[src/rtl/lc4_regfile_nzp_pkg.sv]
// Shared LC4 register-file constants: NZP encodings and register-array geometry.
package lc4_regfile_nzp_pkg;

  localparam int NZP_W     = 3;
  localparam int REG_COUNT = 8;
  localparam int REG_IDX_W = 3;

  typedef logic [NZP_W-1:0]     nzpT;
  typedef logic [REG_IDX_W-1:0] regIdxT;

  // Condition codes are one-hot {N,Z,P}; all-zero only appears out of reset.
  localparam nzpT NZP_N     = 3'b100;
  localparam nzpT NZP_Z     = 3'b010;
  localparam nzpT NZP_P     = 3'b001;
  localparam nzpT NZP_RESET = 3'b000;

endpackage

[src/rtl/lc4_reg.sv]
// Generic n-bit state register with synchronous active-high reset and load enable.
module lc4_reg #(
  parameter int           n         = 16,
  parameter logic [n-1:0] RESET_VAL = '0
) (
  input  logic         clk,
  input  logic         rst,
  input  logic         we,
  input  logic [n-1:0] d,
  output logic [n-1:0] q
);

  always_ff @(posedge clk) begin
    if (rst) begin
      q <= RESET_VAL;
    end else if (we) begin
      q <= d;
    end
  end

endmodule

[src/rtl/lc4_regfile_nzp.sv]
// LC4 architectural register file (R0..R7) with NZP condition-code register and optional write-to-read bypass.
module lc4_regfile_nzp
  import lc4_regfile_nzp_pkg::*;
#(
  parameter int n      = 16,
  parameter bit BYPASS = 1'b0
) (
  input  logic         clk,
  input  logic         rst,
  input  logic         gwe,
  input  logic [2:0]   i_rs,
  output logic [n-1:0] o_rs_data,
  input  logic [2:0]   i_rt,
  output logic [n-1:0] o_rt_data,
  input  logic [2:0]   i_rd,
  input  logic [n-1:0] i_wdata,
  input  logic         i_rd_we,
  input  logic         i_nzp_we,
  output logic [2:0]   o_nzp
);

  logic [n-1:0]         regQ [REG_COUNT];
  logic [REG_COUNT-1:0] regWe;
  nzpT                  nzpQ;
  nzpT                  nzpNext;
  logic                 rdWrite;
  logic                 nzpWrite;

  // Sign comes straight from the top bit of the written value; no extension.
  function automatic nzpT nzpEncode(input logic [n-1:0] w);
    if (w[n-1]) begin
      return NZP_N;
    end else if (w == '0) begin
      return NZP_Z;
    end else begin
      return NZP_P;
    end
  endfunction

  assign rdWrite  = gwe & i_rd_we;
  assign nzpWrite = gwe & i_nzp_we;
  assign nzpNext  = nzpEncode(i_wdata);

  for (genvar g = 0; g < REG_COUNT; g++) begin : genRegs
    assign regWe[g] = rdWrite && (i_rd == regIdxT'(g));

    lc4_reg #(
      .n         (n),
      .RESET_VAL ({n{1'b0}})
    ) uReg (
      .clk (clk),
      .rst (rst),
      .we  (regWe[g]),
      .d   (i_wdata),
      .q   (regQ[g])
    );
  end

  lc4_reg #(
    .n         (NZP_W),
    .RESET_VAL (NZP_RESET)
  ) uNzp (
    .clk (clk),
    .rst (rst),
    .we  (nzpWrite),
    .d   (nzpNext),
    .q   (nzpQ)
  );

  // Forwarding only exists when BYPASS is set; otherwise reads see pre-edge state.
  always_comb begin
    o_rs_data = regQ[i_rs];
    o_rt_data = regQ[i_rt];
    o_nzp     = nzpQ;
    if (BYPASS && rdWrite && (i_rd == i_rs)) begin
      o_rs_data = i_wdata;
    end
    if (BYPASS && rdWrite && (i_rd == i_rt)) begin
      o_rt_data = i_wdata;
    end
    if (BYPASS && nzpWrite) begin
      o_nzp = nzpNext;
    end
  end

endmodule
[config.mk]
export PLATFORM = sky130hd
export DESIGN_NAME = lc4_regfile_nzp
export DESIGN_NICKNAME = d
export VERILOG_FILES = /design/src/rtl/lc4_regfile_nzp_pkg.sv /design/src/rtl/lc4_reg.sv /design/src/rtl/lc4_regfile_nzp.sv
export SDC_FILE = /design/constraint.sdc
export NUM_CORES = 1
export LEC_CHECK = 0
export ABC_AREA = 1
export BUFFER_PORTS_ARGS = -buffer_cell sky130_fd_sc_hd__buf_4
export CORE_UTILIZATION = 39
export CTS_BUF_LIST = sky130_fd_sc_hd__clkbuf_4
export DETAILED_ROUTE_END_ITERATION = 10
export HOLD_SLACK_MARGIN = 0.03
export PLACE_DENSITY = 0.55
export SYNTH_ARGS = -nofsm -noshare
export SYNTH_HDL_FRONTEND = slang
export SYNTH_SLANG_ARGS = --single-unit
[constraint.sdc]
create_clock -name clk -period 1.3 [get_ports clk]
set_input_delay 0.13 -clock clk [delete_from_list [all_inputs] [get_ports clk]]
set_output_delay 0.13 -clock clk [all_outputs]
set_load 0.03 [all_outputs]
==> results of run 1 <==
-- repair_timing --
| item | 4_1_cts | 5_1_grt |
|---|---|---|
| setup endpoints to repair | 32 | 32 |
| hold buffers | 19 | 0 |
| gates resized for setup | 229 | 60 |
| hold endpoints to repair | 127 | 0 |
| setup buffers | 10 | 10 |
| pin swaps | 59 | 48 |
-- worst reg2reg max path, cell delays in order (launching register included) --
cell and delay, ps:
dfxtp_2 340, inv_2 40, buf_4 120, buf_4 120, a211oi_1 220
-- final timing paths --
| path | start | end | slack [ps] | cells after the start |
|---|---|---|---|---|
| setup / recovery | genRegs[7].uReg.q[4] | o_rt_data[4] | -340 | 6 |
| hold / removal | i_rd[1] | genRegs[5].uReg.q[15] | 140 | 5 |
| setup reg to reg | genRegs[7].uReg.q[3] | genRegs[7].uReg.q[3] | 380 | 4 |
| hold reg to reg | genRegs[3].uReg.q[9] | genRegs[3].uReg.q[9] | 470 | 2 |
-- stage by stage --
stage          cells  hold WS (ps)
6_report        1327         140.1
5_1_grt         1327         126.8
4_1_cts         1316         120.0
3_5_place_dp    1255         458.8
3_3_place_gp    1255         452.9
2_1_floorplan   1017         361.3
-- state kept, by name, summed over array words and instances (netlist names) --
signal and flops:
uNzp.q 3, genRegs.uReg.q 128
-- cells by family (layout without fill, tap and decap cells) --
group           after synthesis  in the layout  share of synthesized area
buf+inv                     174            258                     0.1113
flops                       131            131                     0.3691
simple gates                390            390                     0.2360
compound gates              322            322                     0.2836
other cells                   0              1                          0
-- routing by layer --
metal / wire (um) / vias up
met3: 1605 / 37
met2: 10670 / 253
li1: - / 3596
met4: 448 / 0
met5: 0 / -
met1: 11540 / 3347
-- layout by cell type, fill, tap and decap left out, types with 58 or more instances in the layout --
| cell | count |
|---|---|
| inv_2 | 59 |
| dfxtp_1 | 62 |
| a211oi_1 | 61 |
| nor2_1 | 77 |
| a21oi_1 | 79 |
| nand2_1 | 200 |
| o211ai_1 | 64 |
| buf_4 | 86 |
| o21ai_1 | 58 |
| nand3_1 | 65 |
| dfxtp_2 | 69 |
-- power by group through the flow --
stage          sequential, mW  clock, mW  combinational [mW]
2_1_floorplan            4.20          0                1.01
3_3_place_gp             4.21          0                1.60
3_5_place_dp             4.21          0                1.61
4_1_cts                  4.13       2.96                1.87
5_1_grt                  4.14       3.13                2.05
6_report                 4.13       2.89                1.92
-- final cells by class --
class | count | area share
Multi-Input combinational cell | 712 | 0.4364
Sequential cell | 131 | 0.3029
Timing Repair Buffer | 151 | 0.1651
Inverter | 75 | 0.03260
Tap cell | 225 | 0.03148
Clock inverter | 14 | 0.01609
Clock buffer | 18 | 0.01511
Antenna cell | 1 | 0.0002798
==> impl_metrics.py, run 1 <==
metrics = {
    "timing": {
        "max-slew-margin-rel": 0.7386,
        "finalCriticalPeriod_ps": 1638,
        "setup_viol": 32,
        "worst_pin_slew_ps": 391.6,
        "fin_ws_ps": -337.8,
        "hold_viol_final": 0,
        "max_freq_ghz": 0.6106,
        "fin_crit_sh": 1.260,
        "setup_tns_ps": -9778,
        "report.final.slew_viol_count": 0,
        "rsz0062_at_grt": "yes",
        "fin_skew_ps": 0,
    },
    "clock_network": {
        "numCtsBuffers": 17,
        "clk_pin_slew_worst_paths_ps": 120,
        "clock_latency_ps": 540,
        "root_buffer": "clkbuf_4",
        "htree_levels": 4,
        "numClockSinks": 131,
        "clockBufferDepth": 2,
        "cts_tree": "done",
    },
    "place": {
        "port_buffers": 64,
        "placed_area_mm2": 0.007898,
        "gp_congestion": 0.8071,
        "hpwl_um": 15550,
        "place_ws_ps": 26.72,
    },
    "cells_and_area": {
        "register_area_mm2": 0.002709,
        "final_util": 0.5099,
        "drive_gt1_frac": 0.3579,
        "layout.nets": 1118,
        "fillers": 1799,
        "final_cell_area_mm2": 0.008942,
        "area_delta_synth_final_pct": 25.87,
        "multi_input_area_mm2": 0.003902,
    },
    "logic_synthesis": {
        "synth_top_flop_cell": "dfxtp_1",
        "syn_area_per_cell_um2": 6.986,
        "yosys.area.top_type": "dfxtp_1",
        "yosysWarningCount": 0,
        "synthMostInstantiatedCell": "nand2_1",
        "synth_edf_count": 0,
        "ys_seq_area_frac": 0.3691,
        "postSynthCellCount": 1017,
        "synth_seq_cells": 131,
        "synth-async-reset-ratio": 0,
        "synth_top_area_frac": 0.3691,
        "ys_types": 24,
        "syn-num-nets": 1047,
        "synth_common_cells": "nand2_1 (203), dfxtp_1 (131), a21oi_1 (112), nor2_1 (77), inv_1 (70)",
        "netlist_area_mm2": 0.007104,
        "synth.area.top_cells": "dfxtp_1 (37%), nand2_1 (11%), a21oi_1 (7.9%)",
    },
    "route": {
        "firstDrtPassIters": 5,
        "antenna_left": 0,
        "drt-total-wl_um": 24260,
        "vias_per_cell": 5.451,
        "first_iter_violations": 578,
        "via_count": 7233,
        "wl_per_cell_um": 18.28,
        "drc": 0,
    },
    "pwr": {
        "swShare": 0.3064,
        "p_sw_mw": 2.741,
        "seqPwrFrac": 0.462,
        "power_mw": 8.945,
        "vdd_ir_drop_max_mv": 0.5790,
        "pwr-share-comb": 0.215,
        "leakagePower_nw": 3.363,
        "powerDensity_mw_per_mm2": 1000,
        "p_int_mw": 6.204,
        "p_clk_frac": 0.323,
    },
    "floorplanning": {
        "core-area_mm2": 0.01754,
        "die_area_mm2": 0.01876,
        "fp-row-count": 48,
        "fp.dieW_um": 137.0,
        "start_util": 0.4051,
        "ioPinCount": 65,
        "dieHeight_um": 137.0,
    },
    "setup_path": {
        "setup.worst_path.class": "reg -> out",
        "path_max_fanout": 3,
        "crit_path_start_kind": "flip-flop",
        "critPathBufInv": 2,
        "crit_chain": "inv_2 -> nand2_1 -> o211ai_1 -> nand3_1 -> and2_4 -> buf_6",
        "slowest_delay_ps": 330,
        "slowest_stage": "dfxtp_1",
        "end_kind": "primary output",
        "cp.arrival_ps": 1510,
        "cp.required_ps": 1170,
        "cpLargestDelayFamily": "simple AND/OR/NAND/NOR gates",
    },
    "global_route": {
        "grt_max_degree": 52,
        "grtUsageMet1": 0.3641,
        "antenna_found_initial": 1,
        "track_usage": 0.2653,
        "grt_pass1_vias": 6402,
        "use_met3": 0.05593,
        "grt_pass1_wl_um": 36850,
        "use_met2": 0.4125,
        "top_usage_layer": "met2",
        "overflow": 0,
    },
    "min_path": {
        "hold_class": "in -> reg",
    },
    "outcome": {
        "status": "complete, but fails checks",
        "violations": "setup timing",
    },
    "job": {
        "cap_violations": 0,
    },
}
(Power assumes the default switching activity.)
==> run 2: changes to the inputs <==
--- a/config.mk
+++ b/config.mk
@@ -12,6 +12,7 @@
 export DETAILED_ROUTE_END_ITERATION = 10
 export HOLD_SLACK_MARGIN = 0.03
 export PLACE_DENSITY = 0.55
+export RECOVER_POWER = 50
 export SYNTH_ARGS = -nofsm -noshare
 export SYNTH_HDL_FRONTEND = slang
 export SYNTH_SLANG_ARGS = --single-unit
==> run 2 against run 1 <==
  * The run still ends with setup timing left
  * Total power down 0.16%
  * Clock power barely moved
  * First-iteration DRC count shrank 13%
  * Sequential power is essentially flat
==> impl_metrics.py, run 2 (synthesized netlist as in run 1, its figures left out) <==
metrics = {
    "outcome": {
        "status": "complete, but fails checks",
        "violations": "setup timing",
    },
    "setup_path": {
        "setup.worst_path.class": "reg -> out",
        "end_kind": "primary output",
        "cp.required_ps": 1170,
        "slowest_stage": "dfxtp_1",
        "cp.arrival_ps": 1520,
        "path_max_fanout": 3,
        "crit_chain": "inv_2 -> nand2_1 -> o211ai_1 -> nand3_1 -> and2_4 -> buf_6",
        "crit_path_start_kind": "flip-flop",
        "slowest_delay_ps": 330,
    },
    "clock_network": {
        "cts_tree": "done",
        "numCtsBuffers": 17,
        "numClockSinks": 131,
        "root_buffer": "clkbuf_4",
        "clock_latency_ps": 550,
        "clockBufferDepth": 2,
        "htree_levels": 4,
        "clk_pin_slew_worst_paths_ps": 120,
    },
    "floorplanning": {
        "ioPinCount": 65,
        "core-area_mm2": 0.01754,
        "fp-row-count": 48,
        "start_util": 0.4051,
        "fp.dieW_um": 137.0,
        "die_area_mm2": 0.01876,
        "dieHeight_um": 137.0,
    },
    "place": {
        "hpwl_um": 15550,
        "gp_congestion": 0.8071,
        "port_buffers": 64,
        "place_ws_ps": 26.72,
        "place_inst": 1255,
        "placed_area_mm2": 0.007898,
    },
    "timing": {
        "fin_skew_ps": 0,
        "max_freq_ghz": 0.6078,
        "worst_pin_slew_ps": 874.8,
        "fin_crit_sh": 1.266,
        "finalCriticalPeriod_ps": 1645,
        "hold_viol_final": 0,
        "rsz0062_at_grt": "yes",
        "fin_ws_ps": -345.3,
        "setup_viol": 50,
        "max-slew-margin-rel": 0.4162,
        "report.final.slew_viol_count": 0,
    },
    "cells_and_area": {
        "final_cell_area_mm2": 0.008850,
        "fillers": 1821,
        "layout.nets": 1118,
        "layout_commonest_cell": "nand2_1",
        "largest_reg_flops": 128,
        "finalNonFillerCells": 1327,
        "area_delta_synth_final_pct": 24.57,
        "final_cell_mix": "nand2_1 (201), a21oi_1 (86), buf_4 (82), nor2_1 (78), dfxtp_2 (66)",
        "drive_gt1_frac": 0.3424,
        "top_register": "genRegs.uReg.q",
        "reg_top3": "genRegs.uReg.q: 128 flops, uNzp.q: 3 flops",
        "multi_input_area_mm2": 0.003856,
        "register_area_mm2": 0.002705,
    },
    "route": {
        "firstDrtPassIters": 5,
        "wl_per_cell_um": 18.24,
        "wl_met3_um": 1824,
        "vias_per_cell": 5.402,
        "drt-total-wl_um": 24210,
        "top_layer_used": "met4",
        "first_iter_violations": 504,
        "antenna_left": 0,
        "drc": 0,
        "via_count": 7169,
        "wl_met1_um": 11270,
        "wl_met2_um": 10660,
    },
    "global_route": {
        "grt_pass1_vias": 6402,
        "antenna_found_initial": 1,
        "track_usage": 0.2653,
        "overflow": 0,
        "grt_max_degree": 52,
        "grt_pass1_wl_um": 36850,
    },
    "min_path": {
        "hold_class": "in -> reg",
    },
    "pwr": {
        "powerDensity_mw_per_mm2": 1009,
        "vdd_ir_drop_max_mv": 0.5770,
        "leakagePower_nw": 3.351,
    },
    "job": {
        "cap_violations": 0,
    },
}
[run 2: routing by layer]
metal  global-route usage  vias to the layer above
met4              0.08364                        0
met2               0.4125                      243
li1                     -                     3608
met1               0.3641                     3285
met3              0.05593                       33
met5                    0                        -
[run 2: report_power, final]
group / internal (mW) / leakage, nW / total, mW / switching, mW
clock: 1.31 / 0.149 / 2.90 / 1.60
sequential: 4.09 / 1.09 / 4.13 / 0.0401
combinational: 0.792 / 2.11 / 1.90 / 1.11
total: 6.19 / 3.35 / 8.93 / 2.74
[run 2: path summary, 6_finish.rpt]
path | slack [ps] | end | startpoint | depth (start not counted)
worst max-delay path | -350 | o_rt_data[4] | genRegs[7].uReg.q[4] | 6
worst min-delay path | 140 | genRegs[1].uReg.q[3] | i_rd[2] | 5
worst max register to register | 390 | genRegs[7].uReg.q[3] | genRegs[7].uReg.q[3] | 4
worst min register to register | 480 | genRegs[3].uReg.q[9] | genRegs[3].uReg.q[9] | 2
[run 2: area by class of cell]
type	count	area share
Multi-Input combinational cell	712	0.4357
Sequential cell	131	0.3057
Timing Repair Buffer	151	0.1623
Inverter	75	0.03266
Tap cell	225	0.03181
Clock inverter	14	0.01626
Clock buffer	18	0.01527
Antenna cell	1	0.0002828
[run 2: timing repair]
item | CTS | global route
buffers inserted | 10 | 10
gates resized for setup | 229 | 60
hold buffers | 19 | 0
pin swaps | 59 | 48
endpoints found under the hold margin | 127 | 0
endpoints found under the setup margin | 32 | 32
[run 2: stage by stage]
stage                     hold WS [ps]  setup TNS, ps  power, mW  utilization
after global placement           452.9              0      5.811       0.4503
after global routing             123.3         -15950      9.302       0.5046
after floorplan                  361.3              0      5.214            -
final                            139.5         -10590      8.931       0.5046
after detailed placement         458.8              0      5.820       0.4503
after CTS                        120.0         -10460      8.954       0.4984
[run 2: critical path, delay by kind of cell, from the launching register on]
kind,cells,cell delay (ps)
buf+inv,2,200
flops,1,330
simple gates,3,340
compound gates,1,90
==> run 3: changes to the inputs <==
--- a/config.mk
+++ b/config.mk
@@ -7,12 +7,14 @@
 export LEC_CHECK = 0
 export ABC_AREA = 1
 export BUFFER_PORTS_ARGS = -buffer_cell sky130_fd_sc_hd__buf_4
+export CORE_MARGIN = 2
 export CORE_UTILIZATION = 39
 export CTS_BUF_LIST = sky130_fd_sc_hd__clkbuf_4
 export DETAILED_ROUTE_END_ITERATION = 10
 export HOLD_SLACK_MARGIN = 0.03
 export PLACE_DENSITY = 0.55
 export RECOVER_POWER = 50
+export SETUP_SLACK_MARGIN = 0.05
 export SYNTH_ARGS = -nofsm -noshare
 export SYNTH_HDL_FRONTEND = slang
 export SYNTH_SLANG_ARGS = --single-unit
==> run 3 against run 2 <==
  * The flow still finishes with violations (setup timing)
  * Register-to-register slack worse by 250 ps
  * Clock power up 8.6%
  * Fmax down 1.6%
  * Combinational power about the same
  * Routed wire length down 1.3%
  * Clock-buffer cell count up 1
  * Via count down 0.31%
  * Final area up 1.2%
  * Total power up 3.0%
  * Critical path type unchanged
==> impl_metrics.py, run 3 (synthesized netlist as in run 1, its figures left out) <==
metrics = {
    "timing": {
        "fin_crit_sh": 1.286,
        "fin_ws_ps": -371.8,
        "report.final.slew_viol_count": 0,
        "rsz0062_at_grt": "yes",
        "fin_skew_ps": 0,
        "setup_tns_ps": -12800,
        "max-slew-margin-rel": 0.4469,
        "hold_viol_final": 0,
        "setup_viol": 96,
        "max_freq_ghz": 0.5982,
        "worst_pin_slew_ps": 828.7,
        "hold_ws_ps": 67.74,
        "finalCriticalPeriod_ps": 1672,
    },
    "floorplanning": {
        "start_util": 0.3968,
        "fp.dieW_um": 139.0,
        "fp-row-count": 49,
        "core-area_mm2": 0.01790,
        "ioPinCount": 65,
        "dieHeight_um": 139.0,
        "die_area_mm2": 0.01931,
    },
    "cells_and_area": {
        "final_cell_mix": "nand2_1 (195), a21oi_1 (80), nor2_1 (76), dfxtp_2 (70), nand3_1 (65)",
        "largest_reg_flops": 128,
        "layout.nets": 1109,
        "top_register": "genRegs.uReg.q",
        "finalNonFillerCells": 1322,
        "layout_commonest_cell": "nand2_1",
        "fillers": 1816,
        "reg_top3": "genRegs.uReg.q: 128 flops, uNzp.q: 3 flops",
        "drive_gt1_frac": 0.3553,
        "area_delta_synth_final_pct": 26.01,
    },
    "route": {
        "wl_met3_um": 1902,
        "via_count": 7147,
        "top_layer_used": "met4",
        "firstDrtPassIters": 7,
        "wl_met1_um": 11170,
        "antenna_left": 0,
        "vias_per_cell": 5.406,
        "wl_met2_um": 10380,
        "wl_per_cell_um": 18.07,
        "first_iter_violations": 749,
        "drt-total-wl_um": 23890,
        "drc": 0,
    },
    "clock_network": {
        "cts_tree": "done",
        "htree_levels": 4,
        "numClockSinks": 131,
        "clk_pin_slew_worst_paths_ps": 130,
        "clockBufferDepth": 2,
        "root_buffer": "clkbuf_4",
        "numCtsBuffers": 17,
        "clock_latency_ps": 570,
    },
    "pwr": {
        "p_sw_mw": 2.774,
        "power_mw": 9.203,
        "p_int_mw": 6.429,
        "vdd_ir_drop_max_mv": 0.5918,
        "pwr-share-comb": 0.209,
        "seqPwrFrac": 0.449,
        "swShare": 0.3014,
        "leakagePower_nw": 3.365,
        "p_clk_frac": 0.342,
        "powerDensity_mw_per_mm2": 1028,
    },
    "place": {
        "place_ws_ps": 23.38,
        "hpwl_um": 15190,
        "gp_congestion": 0.8336,
        "port_buffers": 64,
        "place_inst": 1256,
    },
    "setup_path": {
        "cp.required_ps": 1170,
        "critPathLaunch": "genRegs[1].uReg.q[2]",
        "r2r_slack_ps": 140,
        "crit_chain": "inv_2 -> a21oi_2 -> o21ai_1 -> nand3_1 -> and2_4 -> buf_6",
        "setup.worst_path.class": "reg -> out",
        "slowest_delay_ps": 340,
        "slowest_stage": "dfxtp_2",
        "r2r_cells": 3,
        "end_kind": "primary output",
        "cp.arrival_ps": 1540,
        "path_max_fanout": 3,
        "crit_path_start_kind": "flip-flop",
        "endpoint": "o_rt_data[2]",
        "r2r-end": "genRegs[6].uReg.q[13]",
        "r2r_start": "genRegs[6].uReg.q[13]",
    },
    "job": {
        "cap_violations": 0,
    },
    "outcome": {
        "violations": "setup timing",
        "status": "complete, but fails checks",
    },
    "global_route": {
        "overflow": 0,
        "grt_max_degree": 43,
        "antenna_found_initial": 1,
        "grt_pass1_wl_um": 37460,
        "grt_pass1_vias": 6500,
        "track_usage": 0.2482,
    },
    "min_path": {
        "hold_class": "in -> reg",
    },
}
[run 3: cell count changes in the layout (fill, tap and decap cells not counted), sizes merged]
cell	before	now
buf	127	116
bufinv	3	4
dlygate4sd3	19	21
clkinv	11	9
clkbuf	23	24
[run 3: worst min-delay path by stage]
stage | start | endpoint | slack, ps | cells after the start
after floorplan | gwe | uNzp.q[0] | 360 | 3
after global placement | i_wdata[13] | genRegs[6].uReg.q[13] | 450 | 3
after detailed placement | i_wdata[13] | genRegs[0].uReg.q[13] | 450 | 3
after CTS | i_rd[1] | genRegs[4].uReg.q[4] | 50 | 5
after global routing | i_rd[1] | genRegs[4].uReg.q[15] | 60 | 5
final | i_rd[1] | genRegs[4].uReg.q[4] | 70 | 5
[run 3: per-layer routing]
layer  track usage  up-vias
li1              -     3572
met1        0.3599     3254
met2        0.3708      285
met3       0.04903       36
met4       0.07815        0
met5             0        -
[run 3: area by class of cell]
class	instances	area, um^2	area share
antenna	1	2.502	0.0002795
clock buffer	19	142.6	0.01593
multi-input combinational	712	3899	0.4355
inverter	75	286.5	0.03201
clock inverter	13	165.2	0.01845
timing repair buffer	142	1460	0.1631
tap	229	286.5	0.03201
sequential	131	2710	0.3027
[run 3: timing repair]
item,in CTS,in global routing
endpoints found under the setup margin,32,37
buffers inserted,5,7
endpoints found under the hold margin,131,3
resized for setup,241,66
hold buffers,21,1
pin swaps,56,46
[run 3: critical path, delay by kind of cell (launching register included)]
kind	cells	cell delay, ps
buf+inv	2	210
compound gates	2	130
flops	1	340
simple gates	2	280
[run 3: metrics by stage]
step,instance area [um^2],utilization
after floorplan,7104,-
after global placement,7955,0.4444
after detailed placement,7955,0.4444
after CTS,8833,0.4934
after global routing,8952,0.5001
final,8952,0.5001
[run 3: power groups by stage]
stage,registers [mW],logic [mW],clock network [mW]
after floorplan,4.20,1.01,0
after global placement,4.20,1.63,0
after detailed placement,4.21,1.64,0
after CTS,4.13,1.89,3.20
after global routing,4.14,2.06,3.39
final,4.13,1.92,3.15
